**src/rtl/fifo_pkg.sv**
```systemverilog
// Shared definitions for the parametrised FIFO family: read-mode constants
// and a pointer-width helper.
package fifo_pkg;

    localparam int FIFO_STD  = 0;
    localparam int FIFO_FWFT = 1;

    // Smallest pointer width that can address `depth` entries (at least one bit).
    function automatic int fifo_ptr_width(input int depth);
        return (depth <= 2) ? 1 : $clog2(depth);
    endfunction

endpackage

```
**src/rtl/fifo_mem.sv**
```systemverilog
// Simple dual-port storage array: synchronous write port, asynchronous read port.
module fifo_mem #(
    parameter int DATA_W = 8,
    parameter int ADDR_W = 3
) (
    input  logic              clk,
    input  logic              we,
    input  logic [ADDR_W-1:0] waddr,
    input  logic [DATA_W-1:0] wdata,
    input  logic [ADDR_W-1:0] raddr,
    output logic [DATA_W-1:0] rdata
);

    logic [DATA_W-1:0] mem [2**ADDR_W];

    always_ff @(posedge clk) begin
        if (we) begin
            mem[waddr] <= wdata;
        end
    end

    assign rdata = mem[raddr];

endmodule

```
**src/rtl/sync_fifo_p.sv**
```systemverilog
// Parametrised single-clock FIFO with optional first-word-fall-through output,
// threshold flags, synchronous flush and sticky overflow/underflow flags.
module sync_fifo_p
    import fifo_pkg::*;
#(
    parameter int DATA_W   = 8,
    parameter int ADDR_W   = 3,
    parameter int FWFT     = FIFO_STD,
    parameter int AF_LEVEL = 2**ADDR_W - 1,
    parameter int AE_LEVEL = 1
) (
    input  logic              clk,
    input  logic              rst,
    input  logic              flush,
    input  logic              wr_en,
    input  logic [DATA_W-1:0] wr_data,
    input  logic              rd_en,
    output logic [DATA_W-1:0] rd_data,
    output logic              rd_valid,
    output logic              empty,
    output logic              full,
    output logic              almost_empty,
    output logic              almost_full,
    output logic [ADDR_W:0]   count,
    output logic              overflow,
    output logic              underflow,
    input  logic              clr_err
);

    localparam int              DEPTH = 2**ADDR_W;
    localparam int              PTR_W = fifo_ptr_width(DEPTH);
    localparam logic [ADDR_W:0] DEPTH_L = (ADDR_W+1)'(DEPTH);
    localparam logic [ADDR_W:0] AF_L    = (ADDR_W+1)'(AF_LEVEL);
    localparam logic [ADDR_W:0] AE_L    = (ADDR_W+1)'(AE_LEVEL);

    logic [PTR_W-1:0]  wr_ptr, rd_ptr;
    logic [ADDR_W:0]   count_nxt;
    logic [DATA_W-1:0] head;
    logic              rd_acc, wr_acc;
    logic              ovf_evt, unf_evt;

    // A full FIFO still takes a write when a read frees the head slot the same cycle.
    assign rd_acc  = rd_en && !empty;
    assign wr_acc  = wr_en && (!full || rd_acc);
    assign ovf_evt = !flush && wr_en && !wr_acc;
    assign unf_evt = !flush && rd_en && empty;

    always_comb begin
        count_nxt = count;
        if (flush) begin
            count_nxt = '0;
        end else begin
            count_nxt = count + (ADDR_W+1)'(wr_acc) - (ADDR_W+1)'(rd_acc);
        end
    end

    fifo_mem #(
        .DATA_W(DATA_W),
        .ADDR_W(PTR_W)
    ) u_mem (
        .clk  (clk),
        .we   (wr_acc && !flush),
        .waddr(wr_ptr),
        .wdata(wr_data),
        .raddr(rd_ptr),
        .rdata(head)
    );

    // Flags are derived from the next count so they line up with `count` itself.
    always_ff @(posedge clk) begin
        if (rst) begin
            wr_ptr       <= '0;
            rd_ptr       <= '0;
            count        <= '0;
            empty        <= 1'b1;
            full         <= 1'b0;
            almost_empty <= 1'b1;
            almost_full  <= (AF_LEVEL == 0);
            overflow     <= 1'b0;
            underflow    <= 1'b0;
        end else begin
            if (flush) begin
                wr_ptr <= '0;
                rd_ptr <= '0;
            end else begin
                if (wr_acc) wr_ptr <= wr_ptr + 1'b1;
                if (rd_acc) rd_ptr <= rd_ptr + 1'b1;
            end
            count        <= count_nxt;
            empty        <= (count_nxt == '0);
            full         <= (count_nxt == DEPTH_L);
            almost_empty <= (count_nxt <= AE_L);
            almost_full  <= (count_nxt >= AF_L);
            overflow     <= (overflow && !clr_err) || ovf_evt;
            underflow    <= (underflow && !clr_err) || unf_evt;
        end
    end

    if (FWFT == FIFO_FWFT) begin : g_fwft
        assign rd_data  = empty ? '0 : head;
        assign rd_valid = !empty;
    end else begin : g_std
        logic [DATA_W-1:0] rd_reg;
        logic              rd_valid_reg;

        always_ff @(posedge clk) begin
            if (rst) begin
                rd_reg       <= '0;
                rd_valid_reg <= 1'b0;
            end else begin
                rd_valid_reg <= rd_acc && !flush;
                if (rd_acc && !flush) begin
                    rd_reg <= head;
                end
            end
        end

        assign rd_data  = rd_reg;
        assign rd_valid = rd_valid_reg;
    end

endmodule

```
**config.mk**
```make
export PLATFORM = sky130hd
export DESIGN_NAME = sync_fifo_p
export DESIGN_NICKNAME = d
export VERILOG_FILES = /design/src/rtl/fifo_pkg.sv /design/src/rtl/fifo_mem.sv /design/src/rtl/sync_fifo_p.sv
export SDC_FILE = /design/constraint.sdc
export NUM_CORES = 1
export LEC_CHECK = 0
export CAP_MARGIN = 20
export CELL_PAD_IN_SITES_DETAIL_PLACEMENT = 1
export CELL_PAD_IN_SITES_GLOBAL_PLACEMENT = 2
export CORE_MARGIN = 5
export CORE_UTILIZATION = 44
export CTS_CLUSTER_SIZE = 12
export DETAILED_ROUTE_END_ITERATION = 8
export GPL_ROUTABILITY_DRIVEN = 0
export PLACE_DENSITY_LB_ADDON = 0.1
export SLEW_MARGIN = 20
export SYNTH_ARGS = -nofsm -noshare
export SYNTH_HDL_FRONTEND = slang
export SYNTH_SLANG_ARGS = --single-unit
```
**constraint.sdc**
```tcl
create_clock -name clk -period 6.44 [get_ports clk]
set_input_delay 0.966 -clock clk [delete_from_list [all_inputs] [get_ports clk]]
set_output_delay 0.966 -clock clk [all_outputs]
set_load 0.02 [all_outputs]
```
### After elaboration in Yosys (flattened, before gate mapping)

Memories as Yosys holds them, arrays and structs flattened. A register that Yosys moved wholly into a read port is not among the register bits.
Index checks and enable logic that the tools add are counted.

* flip-flop bits (word level): 17
* RAM bits: 64
* bits of input ports: 14
* output and inout port bits: 19
* word-level logic and storage cells: 41
* memories kept: 1

* add/sub/neg operators: 4
* order comparisons: 2
* equality and inequality tests: 1
* multiplexer cells: 3
* reductions and logical operators: 20

Memories
* u_mem.mem: depth 8, width 8, rd ports 1, clocked after memory_dff 1, wr ports 1, RTL line fifo_mem.sv:14 `logic [DATA_W-1:0] mem [2**ADDR_W];`

Operators with widths (number)
* $logic_and 1x1->1: 10
* $add 3x1->3 const B: 2
* $logic_not 1->1: 5
* $add 4x1->4: 1
* $eq 4x4->1 const B: 1
* $ge 4x3->1 const B: 1
* $le 4x1->1 const B: 1
* $logic_not 4->1: 1
* $mux 4: 1
* $sub 4x1->4: 1
* $logic_or 1x1->1: 3
* $mux 1: 2
* $reduce_or 2->1: 1

### Depth between registers and ports, before layout

Gate-level depths: netlist of run 1.

* word-level depth: 8
* gate-level depth with buffers: 11

### Modules after synthesis

Synthesis of run 1 repeated with hierarchy kept, for this count alone.

* cell total of the unflattened synthesis: 210
* area, all modules: 3547.2 um2

Modules (own cells, without submodules)
* fifo_mem: instances 1, cells each 106, area each 2531.2 um2
* sync_fifo_p: instances 1, cells each 104, area each 1016.0 um2

### Least setup slack after synthesis of run 1

No wires, ideal clock.

* kind: input -> register
* start point: input port rd_en
* end point: register full
* arrival time: 2693 ps
* data required time: 6348 ps
* setup slack: 3655 ps
* stages: 10
* buffers on the path: 0
* path through: nand2b_2 a21boi_2 inv_1 ha_1 inv_1 ha_1 fa_1 xnor2_1 nand2_1 nor4_1

* cells in the longest elaborated chain, start to end: 7

Ends and longest elaborated chain
* start, declared: RTL line sync_fifo_p.sv:17 `input logic rd_en,`
* $logic_and 1x1->1 *: RTL line sync_fifo_p.sv:43 `assign rd_acc = rd_en && !empty;`
* $logic_or 1x1->1: RTL line sync_fifo_p.sv:44 `assign wr_acc = wr_en && (!full || rd_acc);`
* $logic_and 1x1->1: RTL line sync_fifo_p.sv:44
* $add 4x1->4: RTL line sync_fifo_p.sv:53 `count_nxt = count + (ADDR_W+1)'(wr_acc) - (ADDR_W+1)'(rd_acc);`
* $sub 4x1->4 *: RTL line sync_fifo_p.sv:53
* $mux 4 *: RTL line sync_fifo_p.sv:50 `if (flush) begin`
* $eq 4x4->1 *: RTL line sync_fifo_p.sv:91 `full <= (count_nxt == DEPTH_L);`
* end signal, assigned: RTL line sync_fifo_p.sv:91
* end, declared: RTL line sync_fifo_p.sv:21 `output logic full,`

Every way passes the cells marked *; elsewhere a longest branch is shown, timed or not.
A chain may end at the register's enable or synchronous reset.

### Final worst setup path of run 1

Ends and elaborated chain as after synthesis.

==> metrics.md, run 1 <==
| Metric | Value |
|---|---|
| Status | completed |
| Biggest register | u_mem.mem |
| CP bufs+invs | 3 |
| Layout cell share with drive strength beyond 1 | 7.69% |
| Via count | 1960 |
| Cell area after synthesis | 3510 sq um |
| Metal1 wirelength | about 3.2 mm |
| GRT Util Overall | 15.6% |
| Commonest non-fill, non-tap cells in the layout | edfxtp_1, mux2i_1, clkdlybuf4s50_1 |
| Crit-path cells | clkdlybuf4s50_1, nand2b_2, a21boi_2, inv_1, ha_1, inv_1, ha_1, fa_1, xnor2_1, nand2_1, nor4_1 |
| Final period demand of the worst path | 3230 ps |
| Final Slew Violations | 0 |
| DRT iter0 DRCs | 77 |
| Starting Density | 45.2% |
| Final Hold Violating Endpoints | 0 |
| Crit path max-delay family | adder cells |
| Clk_skew | between 9 and 10 ps |
| Warnings, synthesis | 0 |
| Final WL | 7.30 mm |
| Root Driver | clkbuf_8 |
| DP Wirelength | 4.75 mm |
| Crit path depth | 11 |
| Pre-antenna DRT Iters | 4 |
| Post-synthesis register bit count | between 80 and 90 |
| Clk sinks | 89 |
| Total CTS buffers | 9 |
| First-pass GRT wire length | 11.4 mm |
| Distinct cells, synth | 34 |
| Die area | 9870 sq um |
| Crit-path max cell delay | approximately 500 ps |
| Max reg flops | 64 |
| Core Region | 7770 sq um |
| Post-CTS Repair Setup Buffers | 0 |
| WP data required | 6680 ps |
| Hold WS | 470 ps |
| Fill count | 784 |
| P_leak | 0.00132 uW |
| Hold-fix buffers at CTS | 0 |
| Top_reg_cell synth | edfxtp_1 |
| Commonest non-fill, non-tap cell in the layout | edfxtp_1 |
| Peak Freq | 0.310 GHz |
| Sum Neg Setup Slack | 0 ps |
| WL per Instance | 19.5 microns |
| H-tree depth | 3 |
| Critical path class | input pin to flop |
| Max FO, Critical Path | 4 |
| Top Metal Used | met4 |
| Max Cap Viol | 0 |
| Area Growth Syn to Fin | 17.1% |
| Multi-input gate area | 990 sq um |
| Tot Pwr | 1120 uW |
| Flip-flop and latch area | ~2400 sq um |
| Cell Pwr Density | 273 nW/um^2 |
| Register area share after synthesis | 69.0% |
| Tcrit/Tclk final | 50.2% |
| Max VDD drop | 0.000113 V |
| Post-Syn Instances | 233 |
| Startpoint types | input pin |
| Async set or reset register ratio after synthesis | 0% |
| CP max stage cell | clkdlybuf4s50_1 |
| Met3 routed WL | roughly 300 microns |
| Worst R2R Path Depth | 10 |
| Number of global-route vias before repair | 2072 |
| Num rows | 32 |
| Max transition margin | 28.8% |
| Clock tree from TritonCTS | yes |
| Placed Cells | 359 |
| GRT Residual Overflow | 0 |
| Clock-pin slew on the worst setup and hold paths | about 80 ps |
| Non-filler cells, final | around 380 |
| Buffers on Ports | 32 |
| Setup violators final | 0 |
| CP startpoint | rd_en |
| Hold crit path type | flop to flop |
| CP arrival | 3470 ps |
| Worst-Skew Late Latency | around 350 ps |
| Syn_nets | between 200 and 300 |
| Io pins | 33 |
| Resized Gates After CTS | 0 |
| Worst Setup End Kind | flop |
| RR Startpoint | empty$_SDFF_PP1_ |
| Final ANT Viol Nets | 0 |
| Initial antenna violation count | 0 |
| Worst slew pin tran | 1070 ps |
| Synth Area per Inst | 15.1 sq um |
| DR vias/cell | 5.23 |
| N_diodes | 0 |
| Met2 wire length | 3.70 mm |
| Worst Hold Depth | 1 |
| Largest net degree at the start of global routing | 35 |
| Number of synthesized flops with an enable pin | 64 |
| Nets | 289 |
| Die X | 99.3 microns |
| Hold path startpoint | rd_data[2]$_SDFFE_PP0P_ |
| Drc violations | 0 |
| Max Root-Sink Buffers | 2 |
| RSZ-0062 raised after global routing | false |
| Die height | 99.3 microns |
==> cells in the mapped netlist, types with 4 or more instances <==
| master | count | area (sq um) |
|---|---|---|
| a21oi_1 | 5 | 25.0 |
| xnor2_1 | 4 | 35.0 |
| a22oi_1 | 16 | 120 |
| inv_1 | 7 | 26.3 |
| mux2i_1 | 33 | 330 |
| dfxtp_1 | 25 | 500 |
| a32o_1 | 8 | 80.1 |
| nand2_1 | 6 | 22.5 |
| edfxtp_1 | 64 | 1920 |
| nand2b_1 | 7 | 43.8 |
| nor2_1 | 19 | 71.3 |
| ha_1 | 6 | 75.1 |
==> metrics by stage <==
step | setup WS [ps] | utilization, % | area [sq um]
after global placement | 2960 | 50.1 | 3890
after floorplan | 3660 | - | 3510
after global routing | 3030 | 52.9 | 4110
after CTS | 3200 | 52.9 | 4110
final | 3210 | 52.9 | 4110
after detailed placement | 2840 | 50.1 | 3890
==> where the power goes <==
group	switching, uW	leakage, uW	total (uW)	internal [uW]
logic	42.4	0.000430	79.1	36.7
registers	8.84	0.000781	632	623
clock network	193	0.000105	411	218
total	244	0.00132	1120	878
==> cell type report <==
type | instances | share of cell area, %
Clock buffer | 9 | 3.01
Clock inverter | 7 | 2.25
Timing Repair Buffer | 32 | 7.79
Multi-Input combinational cell | 127 | 24.1
Tap cell | 102 | 3.10
Inverter | 9 | 0.822
Sequential cell | 89 | 58.9
==> logic make-up after synthesis <==
logic type               count (synthesis)  share of synthesized area, %
flip-flops                              89                          69.0
AND/OR/NAND/NOR                         45                          6.23
AO/OA/AOI/OAI                           35                          7.80
multiplexers                            33                          9.41
buffers and inverters                   17                          3.13
XOR/XNOR                                 7                          1.75
adder cells (fa/ha/maj)                  7                          2.71
==> final timing paths <==
path	end	slack, ps
max reg2reg	full$_SDFF_PP0_	3870
max	full$_SDFF_PP0_	3210
min reg2reg	rd_data[2]$_SDFFE_PP0P_	470
min	rd_data[2]$_SDFFE_PP0P_	470
==> layer usage <==
metal,up-vias,GRT usage [%]
li1,941,-
met4,0,5.04
met2,37,26.6
met3,9,2.88
met1,973,20.2
met5,-,0
(Power assumes the default switching activity.)
==> run 2: changes to the inputs <==
--- a/config.mk
+++ b/config.mk
@@ -9,7 +9,7 @@
 export CELL_PAD_IN_SITES_DETAIL_PLACEMENT = 1
 export CELL_PAD_IN_SITES_GLOBAL_PLACEMENT = 2
 export CORE_MARGIN = 5
-export CORE_UTILIZATION = 44
+export CORE_UTILIZATION = 37
 export CTS_CLUSTER_SIZE = 12
 export DETAILED_ROUTE_END_ITERATION = 8
 export GPL_ROUTABILITY_DRIVEN = 0
==> constraint.sdc (replaced) <==
create_clock -name clk -period 2.8 [get_ports clk]
set_input_delay 0.42 -clock clk [delete_from_list [all_inputs] [get_ports clk]]
set_output_delay 0.42 -clock clk [all_outputs]
set_load 0.02 [all_outputs]
==> run 2 against run 1 <==
Net effect: first-iteration DRC count is 14% lower; die area is 17% higher; via count is 3.1% higher; wire length is 1.2% higher; count of clock-buffer cells in the layout stayed put; total power is 130% higher; final cell count is 11% higher; register-to-register slack worse by 3300 ps; design area is 3.7% higher; flip-flop and latch count stayed put; non-clock buffer count is 16 higher; critical path type unchanged; largest cell class unchanged; largest power group unchanged; highest routed layer unchanged.
==> metrics.md, run 2 (synthesized netlist as in run 1, its figures left out) <==
| Metric | Value |
|---|---|
| Status | completed (unchanged) |
| Area Growth Syn to Fin | 21.4% (was 17.1%) |
| Starting Density | 38.0% (was 45.2%) |
| Max transition margin | 46.9% (was 28.8%) |
| Peak Freq | 0.424 GHz |
| Total CTS buffers | 9 (unchanged) |
| Crit-path max cell delay | 520 ps (was 510 ps) |
| Hold path startpoint | rd_data[3]$_SDFFE_PP0P_ (was rd_data[2]$_SDFFE_PP0P_) |
| H-tree depth | 3 (unchanged) |
| R2R Path End | almost_empty$_SDFF_PP1_ (was full$_SDFF_PP0_) |
| Clock tree from TritonCTS | yes (unchanged) |
| First-pass GRT wire length | 11.7 mm (was 11.4 mm) |
| Pre-antenna DRT Iters | 4 (unchanged) |
| DP Wirelength | 4.92 mm (was 4.75 mm) |
| GRT Residual Overflow | 0 (unchanged) |
| Crit path max-delay family | adder cells (unchanged) |
| Die area | 11500 sq um (was 9870 sq um) |
| Crit-path cells | clkdlybuf4s50_1, nand2b_2, a21boi_2, inv_1, ha_1, inv_1, ha_1, fa_1, xnor2_1, buf_4, a31o_1 (was clkdlybuf4s50_1, nand2b_2, a21boi_2, inv_1, ha_1, inv_1, ha_1, fa_1, xnor2_1, nand2_1, nor4_1) |
| Max Root-Sink Buffers | 2 (unchanged) |
| RR Startpoint | empty$_SDFF_PP1_ (unchanged) |
| P_leak | 0.00139 uW (was 0.00132 uW) |
| Worst Setup End Kind | flop (unchanged) |
| RSZ-0062 raised after global routing | false (unchanged) |
| Nets | 305 (was 289) |
| Fill count | 945 (was 784) |
| Max FO, Critical Path | 3 (was 4) |
| Worst slew pin tran | 794 ps (was 1070 ps) |
| Worst Hold Depth | 1 (unchanged) |
| Post-CTS Repair Setup Buffers | 0 (unchanged) |
| GRT Util Overall | 13.7% (was 15.6%) |
| Final WL | 7.39 mm (was 7.30 mm) |
| Core Region | 9240 sq um (was 7770 sq um) |
| Drc violations | 0 (unchanged) |
| Resized Gates After CTS | 0 (unchanged) |
| Via count | 2021 (was 1960) |
| Number of global-route vias before repair | 2127 (was 2072) |
| Cell Pwr Density | 601 nW/um^2 (was 273 nW/um^2) |
| Hold-fix buffers at CTS | 0 (unchanged) |
| Worst R2R Path Depth | 10 (unchanged) |
| Final Hold Violating Endpoints | 0 (unchanged) |
| Hold crit path type | flop to flop (unchanged) |
| Worst-Skew Late Latency | 350 ps (about the same) |
| Worst Setup Slack, final | 443 ps (was 3210 ps) |
| Io pins | 33 (unchanged) |
| CP bufs+invs | 4 (was 3) |
| Layout cell share with drive strength beyond 1 | 12.8% (was 7.69%) |
| Biggest register | u_mem.mem (unchanged) |
| Sum Neg Setup Slack | 0 ps (unchanged) |
| Die height | 107 microns (was 99.3 microns) |
| Clock-pin slew on the worst setup and hold paths | 90 ps (was 80 ps) |
| Initial antenna violation count | 0 (unchanged) |
| Max reg flops | 64 (unchanged) |
| DR vias/cell | 4.83 (was 5.23) |
| Commonest non-fill, non-tap cells in the layout | edfxtp_1, mux2i_1, clkdlybuf4s50_1 (unchanged) |
| Max Cap Viol | 0 (unchanged) |
| N_diodes | 0 (unchanged) |
| Tcrit/Tclk final | 84.2% |
| Root Driver | clkbuf_8 (unchanged) |
| DRT iter0 DRCs | 66 (was 77) |
| Commonest non-fill, non-tap cell in the layout | edfxtp_1 (unchanged) |
| Worst slack, placed | 64.2 ps (was 2840 ps) |
| Buffers on Ports | 32 (unchanged) |
| Critical path class | input pin to flop (unchanged) |
| Num rows | 35 (was 32) |
| Final ANT Viol Nets | 0 (unchanged) |
| Clk sinks | 89 (unchanged) |
| Hold Path Sink | rd_data[3]$_SDFFE_PP0P_ (was rd_data[2]$_SDFFE_PP0P_) |
| WP data required | 3050 ps (was 6680 ps) |
| CP max stage cell | clkdlybuf4s50_1 (unchanged) |
| Largest net degree at the start of global routing | 21 (was 35) |
| Die X | 107 microns (was 99.3 microns) |
| R2R Setup Slk | 550 ps (was 3870 ps) |
| Startpoint types | input pin (unchanged) |
| Final period demand of the worst path | 2360 ps |
| Final Slew Violations | 0 (unchanged) |
| Setup violators final | 0 (unchanged) |
| WL per Instance | 17.7 microns (was 19.5 microns) |
| CP arrival | 2600 ps (was 3470 ps) |
| Max VDD drop | 0.000321 V (was 0.000113 V) |
| Clk_skew | 15.7 ps (was 9.80 ps) |
-- run 2: cell count changes in the layout (fill, tap and decap cells not counted), sizes merged --
cell	before	now
buf	0	16
clkinv	3	1
inv	10	12
bufinv	2	1
clkinvlp	1	2
-- run 2: worst max path at each step --
stage	from	to	cells past startpoint
floorplan	empty$_SDFF_PP1_	full$_SDFF_PP0_	10
global placement	rd_en	almost_empty$_SDFF_PP1_	11
detailed placement	rd_en	almost_empty$_SDFF_PP1_	11
CTS	rd_en	almost_empty$_SDFF_PP1_	11
global route	rd_en	full$_SDFF_PP0_	11
finish	rd_en	almost_empty$_SDFF_PP1_	11
-- run 2: through the flow --
stage	utilization (%)	std cells	cell area (sq um)	hold slack, ps	power, uW
after floorplan	-	233	3510	482	1590
after global placement	43.8	402	4050	450	1680
after detailed placement	43.8	402	4050	453	1680
after CTS	46.1	418	4260	476	2590
after global routing	46.1	418	4260	496	2670
final	46.1	418	4260	470	2560
-- run 2: report_power, final --
part,switching [uW],leakage [uW],internal [uW]
combinational,102,0.000508,94.1
clock,488,0.0000996,429
sequential,15.8,0.000781,1430
-- run 2: layout make-up --
type / count / area, sq um / share of cell area, %
Tap cell: 129 / 161 / 3.79
Clock inverter: 7 / 87.6 / 2.05
Sequential cell: 89 / 2420 / 56.9
Timing Repair Buffer: 48 / 453 / 10.6
Multi-Input combinational cell: 127 / 980 / 23.0
Inverter: 9 / 33.8 / 0.792
Clock buffer: 9 / 124 / 2.91
-- run 2: layer usage --
metal	share of wire [%]	global-route usage, %	up-vias
li1	-	-	975
met1	48	18.5	1010
met2	48	22.1	26
met3	2.4	2.64	10
met4	1.5	5.14	0
met5	0	0	-
==> run 3: changes to the inputs <==
--- a/config.mk
+++ b/config.mk
@@ -9,7 +9,7 @@
 export CELL_PAD_IN_SITES_DETAIL_PLACEMENT = 1
 export CELL_PAD_IN_SITES_GLOBAL_PLACEMENT = 2
 export CORE_MARGIN = 5
-export CORE_UTILIZATION = 37
+export CORE_UTILIZATION = 41
 export CTS_CLUSTER_SIZE = 12
 export DETAILED_ROUTE_END_ITERATION = 8
 export GPL_ROUTABILITY_DRIVEN = 0
==> constraint.sdc (replaced) <==
create_clock -name clk -period 2.31 [get_ports clk]
set_input_delay 0.3465 -clock clk [delete_from_list [all_inputs] [get_ports clk]]
set_output_delay 0.3465 -clock clk [all_outputs]
set_load 0.02 [all_outputs]
==> run 3 against run 2 <==
Net effect: clock power increased by 19%; count of clock-buffer cells in the layout increased by 1; non-clock buffer count increased by 5; sequential power increased by 21%; via count increased by 2.1%; utilization increased by 5.5 points; worst setup slack got worse by 310 ps; combinational power increased by 37%; largest power group unchanged; worst hold slack got worse by 140 ps.
==> metrics.md, run 3 (synthesized netlist as in run 1, its figures left out) <==
| Metric | Value |
|---|---|
| DR vias/cell | 5.17 (was 4.83) |
| Tcrit/Tclk final | 94.1% |
| Max reg flops | 64 (unchanged) |
| Clock-pin slew on the worst setup and hold paths | 90 ps (about the same) |
| Worst Setup End Kind | flop (unchanged) |
| Startpoint types | flop (was input pin) |
| Max transition margin | 42.0% (was 46.9%) |
| GRT Residual Overflow | 0 (unchanged) |
| Final period demand of the worst path | 2170 ps |
| Met3 GRT Util | 3.38% (was 2.64%) |
| WP data required | 2560 ps (was 3050 ps) |
| Worst-Skew Late Latency | 360 ps (was 350 ps) |
| Clk sinks | 89 (unchanged) |
| Number of global-route vias before repair | 2151 (was 2127) |
| Setup violators final | 0 (unchanged) |
| Die X | 103 microns (was 107 microns) |
| Final ANT Viol Nets | 0 (unchanged) |
| Worst slew pin tran | 867 ps (was 794 ps) |
| Max VDD drop | 0.000350 V (was 0.000321 V) |
| Flip-flop and latch area | 2420 sq um (about the same) |
| Via count | 2063 (was 2021) |
| WL per Instance | 19.1 microns (was 17.7 microns) |
| Layout cell share with drive strength beyond 1 | 16.3% (was 12.8%) |
| Layer with the highest usage | met2 (unchanged) |
| Total CTS buffers | 9 (unchanged) |
| Max FO, Critical Path | 3 (unchanged) |
| Buffers on Ports | 32 (unchanged) |
| P_leak | 0.00142 uW (was 0.00139 uW) |
| Status | completed (unchanged) |
| Clk_skew | 10.4 ps (was 15.7 ps) |
| Dpl cell area | 4060 sq um (was 4050 sq um) |
| Max Cap Viol | 0 (unchanged) |
| Io pins | 33 (unchanged) |
| Hold-fix buffers at CTS | 0 (unchanged) |
| Area Growth Syn to Fin | 22.0% (was 21.4%) |
| N_diodes | 0 (unchanged) |
| Hold crit path type | input pin to flop (was flop to flop) |
| CP arrival | 2420 ps (was 2600 ps) |
| Starting Density | 42.3% (was 38.0%) |
| Commonest non-fill, non-tap cell in the layout | edfxtp_1 (unchanged) |
| GRT Util Overall | 15.7% (was 13.7%) |
| GR Util met1 | 21.4% (was 18.5%) |
| Root Driver | clkbuf_8 (unchanged) |
| Multi-input gate area | 1000 sq um (was 980 sq um) |
| Biggest register | u_mem.mem (unchanged) |
| Design area | 4290 sq um (was 4260 sq um) |
| RSZ-0062 raised after global routing | false (unchanged) |
| Core Region | 8300 sq um (was 9240 sq um) |
| Num rows | 33 (was 35) |
| Fill count | 823 (was 945) |
| Worst Setup Slack, final | 137 ps (was 443 ps) |
| DP Wirelength | 4.97 mm (was 4.92 mm) |
| Max Root-Sink Buffers | 2 (unchanged) |
| Largest net degree at the start of global routing | 35 (was 21) |
| Critical path class | flop to flop (was input pin to flop) |
| Commonest non-fill, non-tap cells in the layout | edfxtp_1, mux2i_1, clkdlybuf4s50_1 (unchanged) |
| Met2 Use GR | 25.1% (was 22.1%) |
| Cell Pwr Density | 726 nW/um^2 (was 601 nW/um^2) |
| Drc violations | 0 (unchanged) |
| First-pass GRT wire length | 11.9 mm (was 11.7 mm) |
| Final WL | 7.60 mm (was 7.39 mm) |
| Final Hold Violating Endpoints | 0 (unchanged) |
| Clock tree from TritonCTS | yes (unchanged) |
| Peak Freq | 0.460 GHz |
| Initial antenna violation count | 0 (unchanged) |
| Worst slack, placed | -426 ps (was 64.2 ps) |
| Die area | 10500 sq um (was 11500 sq um) |
| Pre-antenna DRT Iters | 4 (unchanged) |
| H-tree depth | 3 (unchanged) |
| Nets | 310 (was 305) |
| Die height | 103 microns (was 107 microns) |
| DRT iter0 DRCs | 77 (was 66) |
| Final Slew Violations | 0 (unchanged) |
## run 3: cell count changes in the layout (fill, tap and decap cells not counted), sizes merged
| cell | change |
|---|---|
| buf | +5 |
| clkbuf | +1 |
| clkdlybuf4s50 | -1 |
| clkinv | -1 |
| dlymetal6s2s | +1 |
## run 3: metal layers
layer / vias to the layer above / wire length [microns]
met5: - / 0
met3: 12 / 209
met1: 1036 / 3550
li1: 985 / -
met4: 0 / 101
met2: 30 / 3740
## run 3: repair_timing
| action | CTS | global route |
|---|---|---|
| pin swaps | 1 | 2 |
| endpoints found under the setup margin | 2 | 4 |
| buffers inserted | 1 | 0 |
| hold endpoints to repair | 0 | 0 |
| resized for setup | 1 | 6 |
| gates cloned | 0 | 0 |
## run 3: critical path: stages (launching register included)
cell and delay, ps:
dfxtp_2 330, nand2b_2 180, a21boi_2 160, inv_1 60
ha_1 270, inv_1 40, ha_2 180, fa_2 540
inv_2 50, nand2_2 60, nor2_1 40, a21o_1 150
## run 3: where the power goes
group / leakage [uW] / total, uW / switching [uW] / internal (uW)
clock network: 0.0000954 / 1090 / 574 / 516
registers: 0.000781 / 1750 / 14.6 / 1740
logic: 0.000540 / 268 / 139 / 130
## run 3: path summary, 6_finish.rpt
| kind | startpoint | endpoint | slack [ps] | depth (start not counted) |
|---|---|---|---|---|
| worst max-delay path | empty$_SDFF_PP1_ | empty$_SDFF_PP1_ | 140 | 11 |
| worst min-delay path | rd_en | underflow$_SDFF_PP0_ | 330 | 3 |
| worst max register to register | empty$_SDFF_PP1_ | empty$_SDFF_PP1_ | 140 | 11 |
| worst min register to register | rd_data[7]$_SDFFE_PP0P_ | rd_data[7]$_SDFFE_PP0P_ | 480 | 1 |
## run 3: cell type report
class,instances,area share (%)
sequential,89,56.6
multi-input combinational,127,23.4
timing repair buffer,53,11.5
tap,105,3.07
clock buffer,10,2.98
clock inverter,6,1.72
inverter,9,0.788
## run 3: stage by stage
| step | util (%) | total power [uW] | cells | hold WS, ps | setup TNS, ps |
|---|---|---|---|---|---|
| 2_1_floorplan | - | 1930 | 233 | 416 | 0 |
| 3_3_place_gp | 48.9 | 2050 | 382 | 448 | -1790 |
| 3_5_place_dp | 48.9 | 2050 | 382 | 459 | -2130 |
| 4_1_cts | 51.5 | 3140 | 399 | 480 | 0 |
| 5_1_grt | 51.6 | 3230 | 399 | 346 | 0 |
| 6_report | 51.6 | 3110 | 399 | 335 | 0 |
